## config.mk

```make
export PLATFORM = sky130hd
export DESIGN_NAME = stopwatch_bcd
export DESIGN_NICKNAME = d
export VERILOG_FILES = /design/src/rtl/stopwatch_pkg.sv /design/src/rtl/bcd_digit.sv /design/src/rtl/stopwatch_bcd.sv
export SDC_FILE = /design/constraint.sdc
export NUM_CORES = 1
export LEC_CHECK = 0
export CORE_MARGIN = 3
export CORE_UTILIZATION = 30
export DETAILED_ROUTE_END_ITERATION = 10
export PLACE_DENSITY = 0.54
export SLEW_MARGIN = 10
export SYNTH_ARGS = -nofsm -noshare
export SYNTH_HDL_FRONTEND = slang
export SYNTH_HIERARCHICAL = 1
export SYNTH_SLANG_ARGS = --single-unit
```

## constraint.sdc

```tcl
create_clock -name clk -period 4.95 [get_ports clk]
set_clock_uncertainty 0.2 [all_clocks]
set_input_delay 0.99 -clock clk [delete_from_list [all_inputs] [get_ports clk]]
set_output_delay 0.99 -clock clk [all_outputs]
set_load 0.005 [all_outputs]
```

## src/rtl/stopwatch_pkg.sv

```systemverilog
// Shared types and digit limits for the BCD stopwatch.
package stopwatch_pkg;

  typedef enum logic [1:0] {
    IDLE  = 2'd0,
    RUN   = 2'd1,
    PAUSE = 2'd2
  } sw_state_t;

  localparam logic [3:0] LIM_9 = 4'd9;
  localparam logic [3:0] LIM_5 = 4'd5;

endpackage

```

## src/rtl/bcd_digit.sv

```systemverilog
// One BCD digit counting 0..MAX; carry is combinational so a whole chain
// resolves on the same edge as the incoming tick.
module bcd_digit
  import stopwatch_pkg::*;
#(
  parameter logic [3:0] MAX = LIM_9
) (
  input  logic       clk,
  input  logic       rst_n,
  input  logic       clr,
  input  logic       inc,
  output logic [3:0] q,
  output logic       carry
);

  assign carry = inc && (q == MAX);

  // The >= compare also pulls an out-of-range value back to 0 on the next increment.
  always_ff @(posedge clk or negedge rst_n) begin
    if (!rst_n) begin
      q <= 4'd0;
    end else if (clr) begin
      q <= 4'd0;
    end else if (inc) begin
      q <= (q >= MAX) ? 4'd0 : q + 4'd1;
    end
  end

endmodule

```

## src/rtl/stopwatch_bcd.sv

```systemverilog
// Stopwatch core: button synchronisers, start/stop/clear FSM, tick divider
// and a six-digit BCD chain (mm:ss.cc) with a sticky overflow flag.
module stopwatch_bcd
  import stopwatch_pkg::*;
#(
  parameter int CLK_HZ  = 50_000_000,
  parameter int TICK_HZ = 100
) (
  input  logic       clk,
  input  logic       rst_n,
  input  logic       btn_ss,
  input  logic       btn_clr,
  output logic [3:0] cs_lo,
  output logic [3:0] cs_hi,
  output logic [3:0] s_lo,
  output logic [3:0] s_hi,
  output logic [3:0] m_lo,
  output logic [3:0] m_hi,
  output logic       running,
  output logic       ovf
);

  localparam int DIV = CLK_HZ / TICK_HZ;
  localparam int DW = $clog2(DIV);
  localparam logic [DW-1:0] DIV_LAST = DW'(DIV - 1);

  logic [1:0] ss_sync, clr_sync;
  logic       ss_prev, clr_prev;
  logic       ss_edge, clr_edge;

  always_ff @(posedge clk or negedge rst_n) begin
    if (!rst_n) begin
      ss_sync  <= 2'b00;
      clr_sync <= 2'b00;
      ss_prev  <= 1'b0;
      clr_prev <= 1'b0;
    end else begin
      ss_sync  <= {ss_sync[0], btn_ss};
      clr_sync <= {clr_sync[0], btn_clr};
      ss_prev  <= ss_sync[1];
      clr_prev <= clr_sync[1];
    end
  end

  assign ss_edge  = ss_sync[1] & ~ss_prev;
  assign clr_edge = clr_sync[1] & ~clr_prev;

  sw_state_t state, state_nxt;

  always_comb begin
    state_nxt = state;
    if (clr_edge) begin
      state_nxt = IDLE;
    end else if (ss_edge) begin
      case (state)
        IDLE:    state_nxt = RUN;
        RUN:     state_nxt = PAUSE;
        PAUSE:   state_nxt = RUN;
        default: state_nxt = IDLE;
      endcase
    end
  end

  always_ff @(posedge clk or negedge rst_n) begin
    if (!rst_n) begin
      state   <= IDLE;
      running <= 1'b0;
    end else begin
      state   <= state_nxt;
      running <= (state_nxt == RUN);
    end
  end

  // Divider keeps its phase across PAUSE so sub-tick time is not lost.
  logic [DW-1:0] div;
  logic          tick;

  assign tick = (state == RUN) && (div == DIV_LAST);

  always_ff @(posedge clk or negedge rst_n) begin
    if (!rst_n) begin
      div <= '0;
    end else if (clr_edge) begin
      div <= '0;
    end else if (state == RUN) begin
      div <= tick ? '0 : div + DW'(1);
    end
  end

  logic c_cs_lo, c_cs_hi, c_s_lo, c_s_hi, c_m_lo, c_m_hi;

  bcd_digit #(.MAX(LIM_9)) u_cs_lo (.clk(clk), .rst_n(rst_n), .clr(clr_edge),
                                    .inc(tick),    .q(cs_lo), .carry(c_cs_lo));
  bcd_digit #(.MAX(LIM_9)) u_cs_hi (.clk(clk), .rst_n(rst_n), .clr(clr_edge),
                                    .inc(c_cs_lo), .q(cs_hi), .carry(c_cs_hi));
  bcd_digit #(.MAX(LIM_9)) u_s_lo  (.clk(clk), .rst_n(rst_n), .clr(clr_edge),
                                    .inc(c_cs_hi), .q(s_lo),  .carry(c_s_lo));
  bcd_digit #(.MAX(LIM_5)) u_s_hi  (.clk(clk), .rst_n(rst_n), .clr(clr_edge),
                                    .inc(c_s_lo),  .q(s_hi),  .carry(c_s_hi));
  bcd_digit #(.MAX(LIM_9)) u_m_lo  (.clk(clk), .rst_n(rst_n), .clr(clr_edge),
                                    .inc(c_s_hi),  .q(m_lo),  .carry(c_m_lo));
  bcd_digit #(.MAX(LIM_5)) u_m_hi  (.clk(clk), .rst_n(rst_n), .clr(clr_edge),
                                    .inc(c_m_lo),  .q(m_hi),  .carry(c_m_hi));

  always_ff @(posedge clk or negedge rst_n) begin
    if (!rst_n) begin
      ovf <= 1'b0;
    end else if (clr_edge) begin
      ovf <= 1'b0;
    end else if (c_m_hi) begin
      ovf <= 1'b1;
    end
  end

endmodule

```

==> impl_metrics.ini <==
[routing]
drtPass1Iterations = 4
detail_route.vias_per_cell = 5.12
route.vias.total = 2454
ant_nets = 0
drt_iter0_markers = 134
drt_drc_violations_left = 0
routed_wire_length_per_instance_um = 13.7
wirelength_um = 6550

[final_layout]
final_net_count = 368
num_antenna_cells = 0
fillerInstances = 1014
regArea_um2 = 1330
area_growth_pct = 17.0
drive_gt1_frac = 0.0809
multi_input_logic_area_um2 = 1610

[outcome]
status = complete, no violations

[global_route]
grt_util_all_layers = 0.123
via_count_of_the_first_global_routing_pass = 2523
grt_remaining_overflow = 0
globalRouteMet2Util = 0.204
gr-usage-met1 = 0.161
grt_first_pass_wirelength_um = 11700
grt_start_max_net_pins = 54
grt_antenna_before_repair = 0
gr-max-usage-layer = met2
use_met3 = 0.0270

[timing]
slew_viol_final = 0
maxClockFrequency_mhz = 222
final_hold_viol_count = 0
setup-violations-final = 0
timing.final.ws_setup_ps = 450
layout_worst_path_cycle_share = 0.909
min_cycle_time_layout_ps = 4500
worstMarginPinSlew_ps = 798
timing.setup.tns_ps = 0
grt_setup_unrepaired = false
worst_slew_margin_rel = 0.467

[worst_setup_path]
required_ps = 5000
worst_setup_path_start_kind = flip-flop
timing.reg2reg.setup_slack_ps = 450
critical-path-top-cell-by-count = sky130_fd_sc_hd__and4b_2
regToRegEndpoint = u_m_hi/q[0]
timing.critical_path.slowest_stage_cell = sky130_fd_sc_hd__or4b_2
setup.worst_path.end_class = flip-flop
depth_of_the_most_critical_reg_to_reg_path = 14
critical_path_peak_fanout = 9
worst_r2r_src = div[5]
timing.critical_path.arrival_ps = 4550
crit_path_largest_cell_delay_ps = 680
crit_path_cell_trace = or4b_2 > nor4_1 > nand3_1 > nor2_1 > buf_4 > and4b_1 > and4b_2 > and4b_2 > and3b_1 > and2_1 > and4b_2 > inv_1 > a2111oi_4 > mux2_1
timing.setup.critical_path_class = flip-flop to flip-flop

[power_and_ir_drop]
static-leakage-power_uw = 0.00148
power_density_nw_per_um2 = 234
vdd.ir_drop.worst_mv = 0.132

[clocking]
post_cts.repair.setup_buffers = 0
htreeDepth = 2
clockBufferDepth = 2
clkLatencyLatePin_ps = 300
cts.sink_count = 53
cts_hold_buf = 0
clk_transition_reported_paths_ps = 100
cts_resizes = 0
root_buffer = sky130_fd_sc_hd__clkbuf_8
cts-buffers-inserted = 5
clock_tree_from_tritoncts = done

[yosys]
synth_largest_area_cell = sky130_fd_sc_hd__dfrtp_1
fraction_of_synthesis_flops_using_an_asynchronous_set_or_reset_pin = 1.00
synth_area_leaders = sky130_fd_sc_hd__dfrtp_1 (43%), sky130_fd_sc_hd__ha_1 (7.7%), sky130_fd_sc_hd__nand2_1 (3.3%)
yosys_most_used_dff = sky130_fd_sc_hd__dfrtp_1
synth_edf_count = 0
postSynthCellCount = 316
synth_largest_type_area_fraction = 0.431
yosys_register_bits = 53
postSynthAreaPerCell_um2 = 9.74
mapped_nets = 339
yosysWarnings = 6
mappedNetlistArea_um2 = 3080
yosysUniqueCellTypes = 55
yosysSeqAreaShare = 0.431

[worst_hold_path]
whs_endpoint = clr_sync[1]
timing.hold.worst.start = clr_sync[0]
min-delay-path-class = flip-flop to flip-flop
min_path_cells = 0

[die]
ios = 30
floorplan.initialDensity = 0.312
dieHeight_um = 107
dieArea_um2 = 11500
core_um2 = 9860
chipWidth_um = 107
floorplan.rows = 36

[place]
dpl.hpwl_um = 4480
dpl_worst_slack_ps = 518
io_buffers = 29
gp_routability_congestion = 0.843

[flow_run]
drv_cap = 0
## logic make-up (layout without fill, tap and decap cells)
| kind of cell | count (synthesis) | count (layout) | share of synthesized area |
|---|---|---|---|
| xor gates and xnor gates | 8 | 8 | 0.0228 |
| AOI/OAI and AO/OA | 58 | 58 | 0.146 |
| buffers and inverters | 30 | 60 | 0.0467 |
| DFF | 53 | 53 | 0.431 |
| adders and majority gates | 19 | 19 | 0.0772 |
| and+or+nand+nor | 145 | 145 | 0.266 |
| muxes | 3 | 3 | 0.0106 |
## per-stage QoR
step / util / hold WS [ps] / power, uW / instance area, um^2 / cells
CTS: 0.365 / 167 / 860 / 3600 / 479
floorplan: - / 131 / 522 / 3080 / 316
global placement: 0.354 / 135 / 556 / 3490 / 471
detailed placement: 0.354 / 142 / 556 / 3490 / 471
finish: 0.365 / 161 / 845 / 3600 / 479
global route: 0.365 / 173 / 895 / 3600 / 479
## layer usage
| layer | part of all wire | wire (um) |
|---|---|---|
| met1 | 0.46 | 3010 |
| met2 | 0.48 | 3170 |
| met3 | 0.043 | 283 |
| met4 | 0.013 | 87 |
| met5 | 0 | 0 |
## worst max-delay path, delay by kind of cell (launching register included)
family	cells	cell delay, ps
AND/OR/NAND/NOR	10	3000
multiplexers	1	180
AO/OA/AOI/OAI	1	360
buffers and inverters	2	260
flip-flops	1	440
## cell usage in the layout, fill, tap and decap left out, types with 3 or more instances in the layout
master / Yosys / layout
sky130_fd_sc_hd__dfrtp_1: 53 / 53
sky130_fd_sc_hd__clkdlybuf4s50_1: 0 / 28
sky130_fd_sc_hd__nor2_1: 27 / 27
sky130_fd_sc_hd__nand2_1: 27 / 27
sky130_fd_sc_hd__inv_1: 19 / 19
sky130_fd_sc_hd__ha_1: 19 / 19
sky130_fd_sc_hd__nand3_1: 16 / 16
sky130_fd_sc_hd__a21oi_1: 14 / 14
sky130_fd_sc_hd__nor3_1: 12 / 12
sky130_fd_sc_hd__nand4_1: 10 / 10
sky130_fd_sc_hd__o21ai_0: 8 / 8
sky130_fd_sc_hd__nand2b_1: 7 / 7
sky130_fd_sc_hd__xnor2_1: 6 / 6
sky130_fd_sc_hd__nor4_1: 6 / 6
sky130_fd_sc_hd__nor2b_1: 5 / 5
sky130_fd_sc_hd__or4_1: 5 / 5
sky130_fd_sc_hd__a41oi_1: 5 / 5
sky130_fd_sc_hd__clkbuf_8: 0 / 5
sky130_fd_sc_hd__nand3b_1: 5 / 5
sky130_fd_sc_hd__and3_1: 4 / 4
sky130_fd_sc_hd__buf_4: 2 / 4
sky130_fd_sc_hd__a21o_1: 4 / 4
sky130_fd_sc_hd__o311ai_1: 3 / 3
sky130_fd_sc_hd__and4b_2: 3 / 3
sky130_fd_sc_hd__or3b_1: 3 / 3
sky130_fd_sc_hd__a311oi_1: 3 / 3
sky130_fd_sc_hd__a41o_1: 3 / 3
sky130_fd_sc_hd__a31o_2: 3 / 3
sky130_fd_sc_hd__nand2b_4: 3 / 3
## Yosys cell counts, types with 6 or more instances
cell	number
sky130_fd_sc_hd__nor3_1	12
sky130_fd_sc_hd__nand2_1	27
sky130_fd_sc_hd__xnor2_1	6
sky130_fd_sc_hd__nand4_1	10
sky130_fd_sc_hd__nor4_1	6
sky130_fd_sc_hd__nand3_1	16
sky130_fd_sc_hd__ha_1	19
sky130_fd_sc_hd__nor2_1	27
sky130_fd_sc_hd__o21ai_0	8
sky130_fd_sc_hd__nand2b_1	7
sky130_fd_sc_hd__a21oi_1	14
sky130_fd_sc_hd__dfrtp_1	53
sky130_fd_sc_hd__inv_1	19
## power breakdown
| group | total, uW | leakage [uW] | internal [uW] | switching, uW |
|---|---|---|---|---|
| combinational | 80.4 | 0.000705 | 23.4 | 57.0 |
| sequential | 465 | 0.000722 | 449 | 16.1 |
| clock | 299 | 0.0000543 | 152 | 147 |
## sequential cells by signal, summed over array words and instances (netlist names), 4 cells and up
| name | flops |
|---|---|
| u_cs_lo/q | 4 |
| u_s_lo/q | 4 |
| u_s_hi/q | 4 |
| u_cs_hi/q | 4 |
| u_m_lo/q | 4 |
| u_m_hi/q | 4 |
| div | 19 |
## worst max-delay path by stage
stage	startpoint	to	cells after the start	slack, ps
after floorplan	div[7]	u_m_hi/q[0]	18	860
after global placement	div[11]	u_m_hi/q[0]	14	670
after detailed placement	div[5]	u_m_hi/q[0]	14	520
after CTS	div[5]	u_m_hi/q[0]	14	480
after global routing	div[11]	u_m_hi/q[0]	14	230
final	div[5]	u_m_hi/q[0]	14	450
## final cells by class
type	instances	area share
multi-input combinational	233	0.447
timing repair buffer	33	0.0875
sequential	53	0.368
clock inverter	3	0.0128
clock buffer	5	0.0191
inverter	19	0.0198
tap	133	0.0462
(Power assumes the default switching activity.)
